[config.mk]
export PLATFORM = sky130hd
export DESIGN_NAME = mem_arbiter
export DESIGN_NICKNAME = d
export VERILOG_FILES = /design/src/rtl/mem_arbiter.sv
export SDC_FILE = /design/constraint.sdc
export NUM_CORES = 1
export LEC_CHECK = 0
export CAP_MARGIN = 30
export CORE_AREA = 2 2 130 132
export DETAILED_ROUTE_END_ITERATION = 8
export DIE_AREA = 0 0 132 134
export PLACE_DENSITY = 0.61
export SETUP_SLACK_MARGIN = 0.15
export SYNTH_ARGS = -nofsm -noshare
export SYNTH_HDL_FRONTEND = slang
export SYNTH_SLANG_ARGS = --single-unit
[constraint.sdc]
create_clock -name clk -period 2 [get_ports clk]
set_input_delay 0.6 -clock clk [delete_from_list [all_inputs] [get_ports clk]]
set_output_delay 0.6 -clock clk [all_outputs]
set_load 0.01 [all_outputs]
[src/rtl/mem_arbiter.sv]
// mem_arbiter
//   Single-port memory arbiter in front of the unified instruction/data
//   memory. Three sources share the port: the flash programming port
//   (writes only, highest priority, active even during reset), the
//   load/store unit and instruction fetch. At most one access is granted
//   per cycle. Read data returns one cycle after the grant and is routed
//   to whichever requester issued the read. A starvation counter promotes
//   fetch above data after MAX_WAIT consecutive denied fetch cycles.
//
// Ports
//   clk, rst                    clock, synchronous active-high reset
//   flash_en/addr/data          flash write port
//   i_req/addr, i_gnt           fetch request and same-cycle grant
//   i_rvalid/rdata              fetch read response
//   d_req/we/addr/wdata, d_gnt  load/store request and same-cycle grant
//   d_rvalid/rdata              load response
//   mem_en/we/addr/wdata        memory command (word-aligned address)
//   mem_rdata                   memory read data, one cycle after a read
module mem_arbiter #(
  parameter int WIDTH    = 32,
  parameter int MAX_WAIT = 4
) (
  input  logic             clk,
  input  logic             rst,
  input  logic             flash_en,
  input  logic [WIDTH-1:0] flash_addr,
  input  logic [WIDTH-1:0] flash_data,
  input  logic             i_req,
  input  logic [WIDTH-1:0] i_addr,
  output logic             i_gnt,
  output logic             i_rvalid,
  output logic [WIDTH-1:0] i_rdata,
  input  logic             d_req,
  input  logic             d_we,
  input  logic [WIDTH-1:0] d_addr,
  input  logic [WIDTH-1:0] d_wdata,
  output logic             d_gnt,
  output logic             d_rvalid,
  output logic [WIDTH-1:0] d_rdata,
  output logic             mem_en,
  output logic             mem_we,
  output logic [WIDTH-1:0] mem_addr,
  output logic [WIDTH-1:0] mem_wdata,
  input  logic [WIDTH-1:0] mem_rdata
);

  typedef enum logic [1:0] {
    OWN_NONE  = 2'd0,
    OWN_FETCH = 2'd1,
    OWN_DATA  = 2'd2
  } owner_t;

  localparam logic [WIDTH-1:0] ADDR_MASK  = ~(WIDTH'(3));
  localparam logic [3:0]       MAX_WAIT_C = 4'(MAX_WAIT);

  owner_t     rd_owner;
  owner_t     rd_owner_nxt;
  logic [3:0] starve_cnt;
  logic [3:0] starve_cnt_nxt;
  logic       starved;

  assign starved = (starve_cnt == MAX_WAIT_C);

  // Grant selection and memory command
  always_comb begin
    i_gnt     = 1'b0;
    d_gnt     = 1'b0;
    mem_en    = 1'b0;
    mem_we    = 1'b0;
    mem_addr  = '0;
    mem_wdata = '0;
    if (flash_en) begin
      mem_en    = 1'b1;
      mem_we    = 1'b1;
      mem_addr  = flash_addr & ADDR_MASK;
      mem_wdata = flash_data;
    end else if (!rst) begin
      // Data normally beats fetch; a starved fetch is promoted above it.
      if (i_req && (starved || !d_req)) begin
        i_gnt    = 1'b1;
        mem_en   = 1'b1;
        mem_addr = i_addr & ADDR_MASK;
      end else if (d_req) begin
        d_gnt     = 1'b1;
        mem_en    = 1'b1;
        mem_we    = d_we;
        mem_addr  = d_addr & ADDR_MASK;
        mem_wdata = d_wdata;
      end
    end
  end

  // Next read owner and starvation count
  always_comb begin
    rd_owner_nxt   = OWN_NONE;
    starve_cnt_nxt = starve_cnt;
    if (rst) begin
      rd_owner_nxt   = OWN_NONE;
      starve_cnt_nxt = 4'd0;
    end else begin
      if (i_gnt)
        rd_owner_nxt = OWN_FETCH;
      else if (d_gnt && !d_we)
        rd_owner_nxt = OWN_DATA;
      // A flash-preempted fetch is a denial like any other.
      if (!i_req || i_gnt)
        starve_cnt_nxt = 4'd0;
      else if (!starved)
        starve_cnt_nxt = starve_cnt + 4'd1;
    end
  end

  always_ff @(posedge clk) begin
    rd_owner   <= rd_owner_nxt;
    starve_cnt <= starve_cnt_nxt;
  end

  // Response stage: a response due in a reset cycle is dropped, so a read
  // granted just before reset rises never reports valid.
  assign i_rvalid = (rd_owner == OWN_FETCH) && !rst;
  assign d_rvalid = (rd_owner == OWN_DATA) && !rst;
  assign i_rdata  = i_rvalid ? mem_rdata : '0;
  assign d_rdata  = d_rvalid ? mem_rdata : '0;

endmodule

* Word level (Yosys, flattened, before mapping)
Index checks and enable logic that the tools add are counted.
** Word-level totals
- Register bits after elaboration :: 6
- Bits of input ports :: 198
- Output and inout port bits :: 134
- Word-level logic and storage cells :: 45
** Cells by class
- $add $sub $neg :: 1
- Equal/unequal tests :: 3
- Muxes and demuxes :: 26
- Reduce and logical (&&, ||, !) cells :: 12
** Operator list (number)
- $mux 32 :: 10
- $mux 1 :: 15
- $add 4x1->4 const B :: 1
- $eq 4x3->1 const B :: 1
- $logic_and 1x1->1 :: 4
- $logic_not 1->1 :: 4
- $reduce_or 2->1 :: 2
- $eq 2x1->1 const B :: 1
- $eq 2x2->1 const B :: 1
- $logic_or 1x1->1 :: 2
- $mux 2 :: 1

* Depth between registers and ports, before layout
Gate-level depths: netlist of run 1.
- Depth in word-level cells :: 9
- Depth in mapped cells :: 6
- Depth with buffers taken out :: 5

* Worst setup path after synthesis of run 1
Ideal clock, no wire load.
- Path type :: input-to-output
- Start point :: input rst
- End point :: output mem_addr[10]
- Data arrival time :: 1.449 ns
- Required time :: 1.400 ns
- Path slack :: -0.049 ns
- Stages :: 5
- Path buffers :: 2
- Cell sequence :: buf_2 nor2_4 buf_2 nand2_1 o221ai_1
** Between the ends
- Longest elaborated chain between the ends :: 2
** Ends and longest elaborated chain
- from (decl) :: RTL line 24 : input logic rst,
- $mux 32 :: RTL line 77 : end else if (!rst) begin
- $mux 32 :: RTL line 72 : if (flash_en) begin
- to (decl) :: RTL line 42 : output logic [WIDTH-1:0] mem_addr,
No other way between the ends.

* Worst setup path after layout of run 1
- Start point :: register starve_cnt[1]
- End point :: output mem_addr[30]
** Between the ends
- Longest elaborated chain between the ends :: 6
** Ends and longest elaborated chain
- from (decl) :: RTL line 58 : logic [3:0] starve_cnt;
- from (signal assigned) :: RTL line 115 : starve_cnt <= starve_cnt_nxt;
- $eq 4x3->1 :: RTL line 62 : assign starved = (starve_cnt == MAX_WAIT_C);
- $logic_or 1x1->1 :: RTL line 79 : if (i_req && (starved || !d_req)) begin
- $logic_and 1x1->1 :: RTL line 79
- $mux 32 :: RTL line 79
- $mux 32 :: RTL line 77
- $mux 32 :: RTL line 72
No other way between the ends.

==> metrics.md, run 1 <==
| Metric | Value |
|---|---|
| Max clock buf depth | 2 |
| #FFs+latches synth | 6 |
| Setup-failing EPs final | 131 |
| Top Ports | approximately 330 |
| ANT cells | 0 |
| Status | complete, but fails checks |
| Final nets | 954 |
| Overall Power | 1.78 mW |
| WP data required | 1.40 ns |
| H-tree depth | 1 |
| Hpwl dp | roughly 11000 µm |
| Post-synth EDFFs | 0 |
| CP most frequent cell | buf_6 |
| CP max stage delay | 0.32 ns |
| Clock Sinks | 6 |
| Failing checks | setup timing |
| YS warnings | 0 |
| Drt first-iter violations | 167 |
| CP Max Fanout | 7 |
| PortBufs | 323 |
| Vias in the first global route | 4304 |
| Worst hold path class | reg2reg |
| Post-Syn Area | approximately 0.0022 mm² |
| Starting Density | 13.2% |
| Post-synthesis adder-cell area fraction | 1.16% |
| Simple-gate share of the synthesized area | 55.7% |
| Mean Syn Cell Area | 6.04 µm² |
| Routability-driven placement congestion ratio | 0.908 |
| Overflow after GRT | 0 |
| Setup ws final | -0.442 ns |
| Area contributors post-synth | nand2_1 (21%), and2_1 (19%), nand2b_1 (9.6%), o221ai_1 (8.1%), o221ai_2 (7.0%) |
| Synth top cells by count | nand2_1 (123), and2_1 (64), nand2b_1 (33) |
| TNS Setup | -36.82 ns |
| Critical path origin | starve_cnt[1]$_SDFFE_PP0N_ |
| Wire per inst | approximately 17 µm |
| Final WL | 16200 µm |
| Synth Area in Compound Gates | 25.8% |
| Die Wd | between 100 and 150 µm |
| R2r setup slk | 0.46 ns |
| Clock latency on the worst-skew pair | 0.23 ns |
| Initial antenna violation count | 0 |
| Pleak | approximately 3.3 nW |
| FF-to-FF End | rd_owner[0]$_SDFF_PP0_ |
| Overall routing resource usage | 17.0% |
| F_max | about 400 MHz |
| Area grow syn2layout | 257% |
| Clock power share | 18.1% |
| Mux cell area share after synthesis | 0.931% |
| Synth Area in XOR/XNOR | less than 1% |
| Die height | ~130 µm |
| Main synth FF type | dfxtp_1 |
| Pin count of the biggest net entering global routing | 43 |
| Cell variety after synth | 32 |
| TritonCTS buffer count | 3 |
| Cell with the most instances after synthesis | nand2_1 |
| Delay-heaviest family, CP | buffers and inverters |
| CP Buf/Inv Count | 6 |
| Drt drc | 0 |
| Clk slew on worst S/H paths | 0.03 ns |
| Slowest-stage cell, CP | dfxtp_2 |
| CP Capture Type | primary output |
| Row count | 47 |
| Largest family of logic cells by synthesized area | simple AND/OR/NAND/NOR gates |
| Largest area contributor in the netlist | nand2_1 |
| Sequential share of the synthesized area | around 5.6% |
| Asr flop ratio synth | 0% |
| Max Cap Violations | 0 |
| P_sw | 0.580 mW |
| CTS tree | yes |
| Crit path time final | between 2 and 2.5 ns |
| Net Sw Frac | roughly 33% |
| Layout cell share with drive strength beyond 1 | 51.9% |
| Final slew viol count | 0 |
| Crit start category | flip-flop |
| RSZ-0062 raised after global routing | yes |
| Crit path arrival time | 1.84 ns |
| Die footprint | 0.0177 mm² |
| Via density per instance | 4.23 |
| Via count | 4109 |
| Power Internal | 1.20 mW |
| First-pass GRT wire length | 24100 µm |
| Length of the first detailed-routing pass in iterations | 5 |
| Core area | 0.0163 mm² |
| Crit-path cells | inv_2 > ha_4 > and3b_4 > o21ai_4 > buf_12 > buf_6 > buf_8 > buf_6 > o221ai_2 > buf_2 |
| Final core occ | between 40% and 50% |
| Reg2reg start | starve_cnt[1]$_SDFFE_PP0N_ |
| Root Buffer | clkbuf_16 |
| Worst setup path class | reg2out |
| Final Hold Fails | 0 |
| Fin crit share | 122% |
| Mapped Cells | 356 |
| Routed Antenna Nets | 0 |
| Part of the power in registers | 7.1% |
| Pwr per Cell Area | 232 mW/mm² |
| Reg2Reg Depth | 9 |
| Critical path depth | 10 |
| Gate power share | approximately 75% |
| Worst VDD drop | 0.353 mV |
| Layout Skew | roughly 0.0034 ns |
| Synth top area share | 21.5% |
| End of the critical path | mem_addr[30] |
[state kept, by name (all words and copies together), names as in the netlist]
| name | flops |
|---|---|
| starve_cnt | 4 |
| rd_owner | 2 |
[worst min path at each step]
| stage | start | endpoint | slack (ns) | cells after the start |
|---|---|---|---|---|
| 4_1_cts | starve_cnt[0]$_SDFFE_PP0N_ | starve_cnt[0]$_SDFFE_PP0N_ | 0.69 | 4 |
| 5_1_grt | starve_cnt[0]$_SDFFE_PP0N_ | starve_cnt[0]$_SDFFE_PP0N_ | 0.71 | 4 |
| 3_3_place_gp | starve_cnt[0]$_SDFFE_PP0N_ | starve_cnt[0]$_SDFFE_PP0N_ | 0.64 | 4 |
| 2_1_floorplan | starve_cnt[1]$_SDFFE_PP0N_ | starve_cnt[1]$_SDFFE_PP0N_ | 0.52 | 2 |
| 6_report | starve_cnt[0]$_SDFFE_PP0N_ | starve_cnt[0]$_SDFFE_PP0N_ | 0.67 | 4 |
| 3_5_place_dp | starve_cnt[0]$_SDFFE_PP0N_ | starve_cnt[0]$_SDFFE_PP0N_ | 0.65 | 4 |
[cells in the final DEF (no fill, tap or decap), drive strengths merged, types with 2 or more instances in the layout]
master and instances:
inv 4, nor3b 2, and2 64, conb 2, a211oi 3, o21bai 2, dfxtp 6, mux2i 2
buf 234, ha 2, nand2b 33, clkdlybuf4s50 187, bufbuf 2, nand2 123, xnor2 2, o221ai 30
nand3b 2, nor3 3, nor2 4, clkbuf 6, o21ai 33
[worst register-to-register path, cell delays in order (launching register included)]
cell     delay, ns
dfxtp_2       0.32
inv_2         0.04
ha_4          0.16
and3b_4       0.18
o21ai_4       0.22
buf_12        0.15
buf_6         0.08
buf_6         0.11
buf_4         0.11
nor3_1        0.04
[kinds of logic after synthesis]
group	Yosys count
AND/OR/NAND/NOR	234
AO/OA/AOI/OAI	70
buffers and inverters	39
flip-flops	6
adder cells (fa/ha/maj)	2
XOR/XNOR	2
multiplexers	2
other	1
[layout make-up]
class | count | area (µm²)
clock buffers | 3 | 75.1
fillers | 1534 | 8600
inverters | 4 | 17.5
multi-input cells | 312 | 2510
flip-flops and latches | 6 | 123
well taps | 220 | 275
repair buffers | 427 | 4690
[power by group through the flow]
stage | sequential (mW) | combinational, mW | clock (mW)
after detailed placement | 0.128 | 1.13 | 0
after CTS | 0.127 | 1.29 | 0.325
after global placement | 0.128 | 1.12 | 0
after global routing | 0.127 | 1.42 | 0.337
after floorplan | 0.128 | 0.448 | 0
final | 0.127 | 1.33 | 0.323
[per-layer routing]
metal	track usage [%]	share of wire (%)
met1	19.8	39
met2	32.3	53
met3	3.74	6.2
met4	2.11	1.2
met5	0	0
[through the flow]
step / std cells / hold slack, ns / setup WS, ns / instance area (µm²)
after floorplan: 357 / 0.525 / 0.0247 / 2880
after global placement: 895 / 0.638 / -1.12 / 6370
after detailed placement: 895 / 0.652 / -1.14 / 6370
after CTS: 960 / 0.687 / -0.443 / 7430
after global routing: 972 / 0.707 / -0.534 / 7680
final: 972 / 0.674 / -0.442 / 7680
[timing repair]
action                                 in CTS  in global routing
pin swaps                                  50                 13
endpoints found under the hold margin       0                  0
setup endpoints to repair                 132                132
hold buffers                                0                  0
setup buffers                              45                 10
gates cloned                               17                  2
gates resized for setup                   702                 28
(Power assumes the default switching activity.)
==> run 2, diff against run 1 <==
clock period = 2.35 ns   (was 2 ns; I/O delays follow)
==> metrics.md, run 2 (synthesis gave the netlist of run 1 again) <==
| Metric | Value |
|---|---|
| Setup-failing EPs final | 115 (-12%) |
| PortBufs | 323 (unchanged) |
| Die height | 134 µm (unchanged) |
| Fin crit share | 105% |
| Worst hold path class | reg2reg |
| Status | complete, but fails checks |
| CP max stage delay | 0.32 ns (about the same) |
| Slowest-stage cell, CP | dfxtp_2 |
| P_sw | 0.464 mW (-20%) |
| Hpwl dp | 10600 µm (-3.8%) |
| Post-placement setup slack | -0.933 ns (+0.203 ns) |
| Fill count | 1658 (+8.1%) |
| CP Capture Type | primary output |
| Area grow syn2layout | 235% |
| Post-route cell area | 0.00721 mm² (-6.2%) |
| CTS tree | yes |
| WP data required | 1.64 ns (+0.24 ns) |
| Top Ports | 332 (unchanged) |
| Final nets | 941 (-1.4%) |
| Footprint of the multi-input gates | 0.00235 mm² (-6.2%) |
| Final slew viol count | 0 (unchanged) |
| Vias in the first global route | 4013 (-6.8%) |
| Root Buffer | clkbuf_16 |
| Biggest regs | starve_cnt (4), rd_owner (2) |
| Pwr per Cell Area | 198 mW/mm² (-15%) |
| Delay-heaviest family, CP | buffers and inverters |
| Hold buffer count at CTS | 0 (unchanged) |
| Clock latency on the worst-skew pair | 0.23 ns (about the same) |
| Largest Register | starve_cnt |
| TritonCTS buffer count | 3 (unchanged) |
| Grt met1 use | 18.6% (-1.2 points) |
| Placed inst area | 0.00601 mm² (-5.7%) |
| Drt first-iter violations | 125 (-25%) |
| Crit-path cells | inv_2 > ha_4 > and3b_4 > o21ai_4 > buf_6 > buf_16 > buf_4 > o221ai_2 > buf_2 |
| CP Max Fanout | 8 (+1) |
| Initial antenna violation count | 0 (unchanged) |
| Worst setup path class | reg2out |
| Final Non-Filler Cells | 959 (-1.3%) |
| Length of the first detailed-routing pass in iterations | 4 (-1) |
| Crit start category | flip-flop |
| Routability-driven placement congestion ratio | 0.729 (-20%) |
| Part of the power in registers | 7.6% (+0.5 points) |
| CP Buf/Inv Count | 5 (-1) |
| Drt drc | 0 (unchanged) |
| Layout Skew | 0.00201 ns (-0.00134 ns) |
| Clk slew on worst S/H paths | 0.03 ns (about the same) |
| Failing checks | setup timing |
| Crit path time final | approximately 2.5 ns |
| Die Wd | 132 µm (unchanged) |
| Grt met2 use | 29.3% (-3.0 points) |
| RSZ-0062 raised after global routing | yes |
| First-pass GRT wire length | 22100 µm (-8.1%) |
| H-tree depth | 1 (unchanged) |
| Layout cell share with drive strength beyond 1 | 51.6% (-0.31 points) |
| Die footprint | 0.0177 mm² (unchanged) |
| Max_slew headroom | 65.1% |
| TNS Setup | -5.99 ns (+30.83 ns) |
| Row count | 47 (unchanged) |
| Wire per inst | 16.2 µm (-2.9%) |
| Net Sw Frac | 32.5% (about the same) |
| Final Hold Fails | 0 (unchanged) |
| Routed Antenna Nets | 0 (unchanged) |
| Number of cells after detailed placement | 906 (+1.2%) |
| Commonest cells after routing, fill and taps aside | clkdlybuf4s50_1 (187), nand2_1 (111), buf_6 (96) |
| Final WL | 15600 µm (-4.2%) |
| Crit path arrival time | 1.77 ns (-0.07 ns) |
| Worst VDD drop | 0.150 mV (-57%) |
| ANT cells | 0 (unchanged) |
| Overflow after GRT | 0 (unchanged) |
| Gate power share | 72.8% (-2.0 points) |
| Max clock buf depth | 2 (unchanged) |
| Least-Margin Pin Slew | 0.519 ns |
| Overall routing resource usage | 15.6% (-1.4 points) |
| Via density per instance | 4.09 (-3.3%) |
| Final core occ | 44.3% (-2.9 points) |
| Pin count of the biggest net entering global routing | 72 (+67%) |
| Register area | 123 µm² (unchanged) |
| Commonest non-fill, non-tap cell in the layout | clkdlybuf4s50_1 |
| Clock Sinks | 6 (unchanged) |
| Starting Density | 13.2% (unchanged) |
| Power Internal | 0.962 mW (-20%) |
| Global route hottest layer | met2 |
| Setup ws final | -0.129 ns (+0.313 ns) |
| F_max | 403 MHz |
| Clock power share | 19.6% (+1.5 points) |
| Via count | 3921 (-4.6%) |
| Max FFs per register | 4 (unchanged) |
| Core area | 0.0163 mm² (unchanged) |
| Pleak | 3.12 nW (-4.0%) |
| Max Cap Violations | 0 (unchanged) |
| Met3 Usage GRT | 2.99% (-0.76 points) |
## run 2: cell count changes in the layout (fill, tap and decap cells not counted), moves of 4 or more
cell	delta
nand2_4	+4
buf_2	+23
clkbuf_16	+4
o21ai_4	-19
buf_6	-28
nand2_1	-7
o21ai_2	+18
## run 2: tightest hold or removal path, delay by kind of cell, from the launching register on
family | cells | cell delay (ns)
flops | 1 | 0.31
buf+inv | 1 | 0.14
mux | 1 | 0.12
compound gates | 1 | 0.05
## run 2: per-stage QoR
stage               power [mW]  hold WS, ns
floorplan                0.401        0.531
global placement          1.00        0.667
detailed placement        1.01        0.677
CTS                       1.35        0.684
global route              1.51        0.726
finish                    1.43        0.680
## run 2: layout make-up
type                            count  share of cell area [%]
Sequential cell                     6                    1.70
Timing Repair Buffer              414                    60.7
Multi-Input combinational cell    312                    32.6
Tap cell                          220                    3.82
Clock buffer                        3                    1.04
Inverter                            4                   0.208
## run 2: what timing repair did
action,in CTS,in global routing
pin swaps,92,39
gates cloned,13,7
resized for setup,690,124
setup endpoints to repair,132,132
buffers inserted,24,6
## run 2: layer usage
layer,wire (µm),vias up
met5,0,-
met4,65,0
met3,899,5
met2,8200,166
met1,6400,1798
li1,-,1952
## run 2: final timing paths
path                                                   end  depth (start not counted)  slack [ns]                       start
worst max-delay path                          mem_addr[12]                          9       -0.13  starve_cnt[0]$_SDFFE_PP0N_
worst min-delay path            starve_cnt[3]$_SDFFE_PP0N_                          3        0.68  starve_cnt[3]$_SDFFE_PP0N_
worst max register to register  starve_cnt[2]$_SDFFE_PP0N_                          6        0.88  starve_cnt[0]$_SDFFE_PP0N_
worst min register to register  starve_cnt[3]$_SDFFE_PP0N_                          3        0.68  starve_cnt[3]$_SDFFE_PP0N_
## run 2: power by group through the flow
stage / clock, mW / combinational (mW) / sequential [mW]
floorplan: 0 / 0.292 / 0.109
global placement: 0 / 0.895 / 0.109
detailed placement: 0 / 0.897 / 0.109
CTS: 0.285 / 0.957 / 0.108
global route: 0.291 / 1.11 / 0.108
finish: 0.280 / 1.04 / 0.108
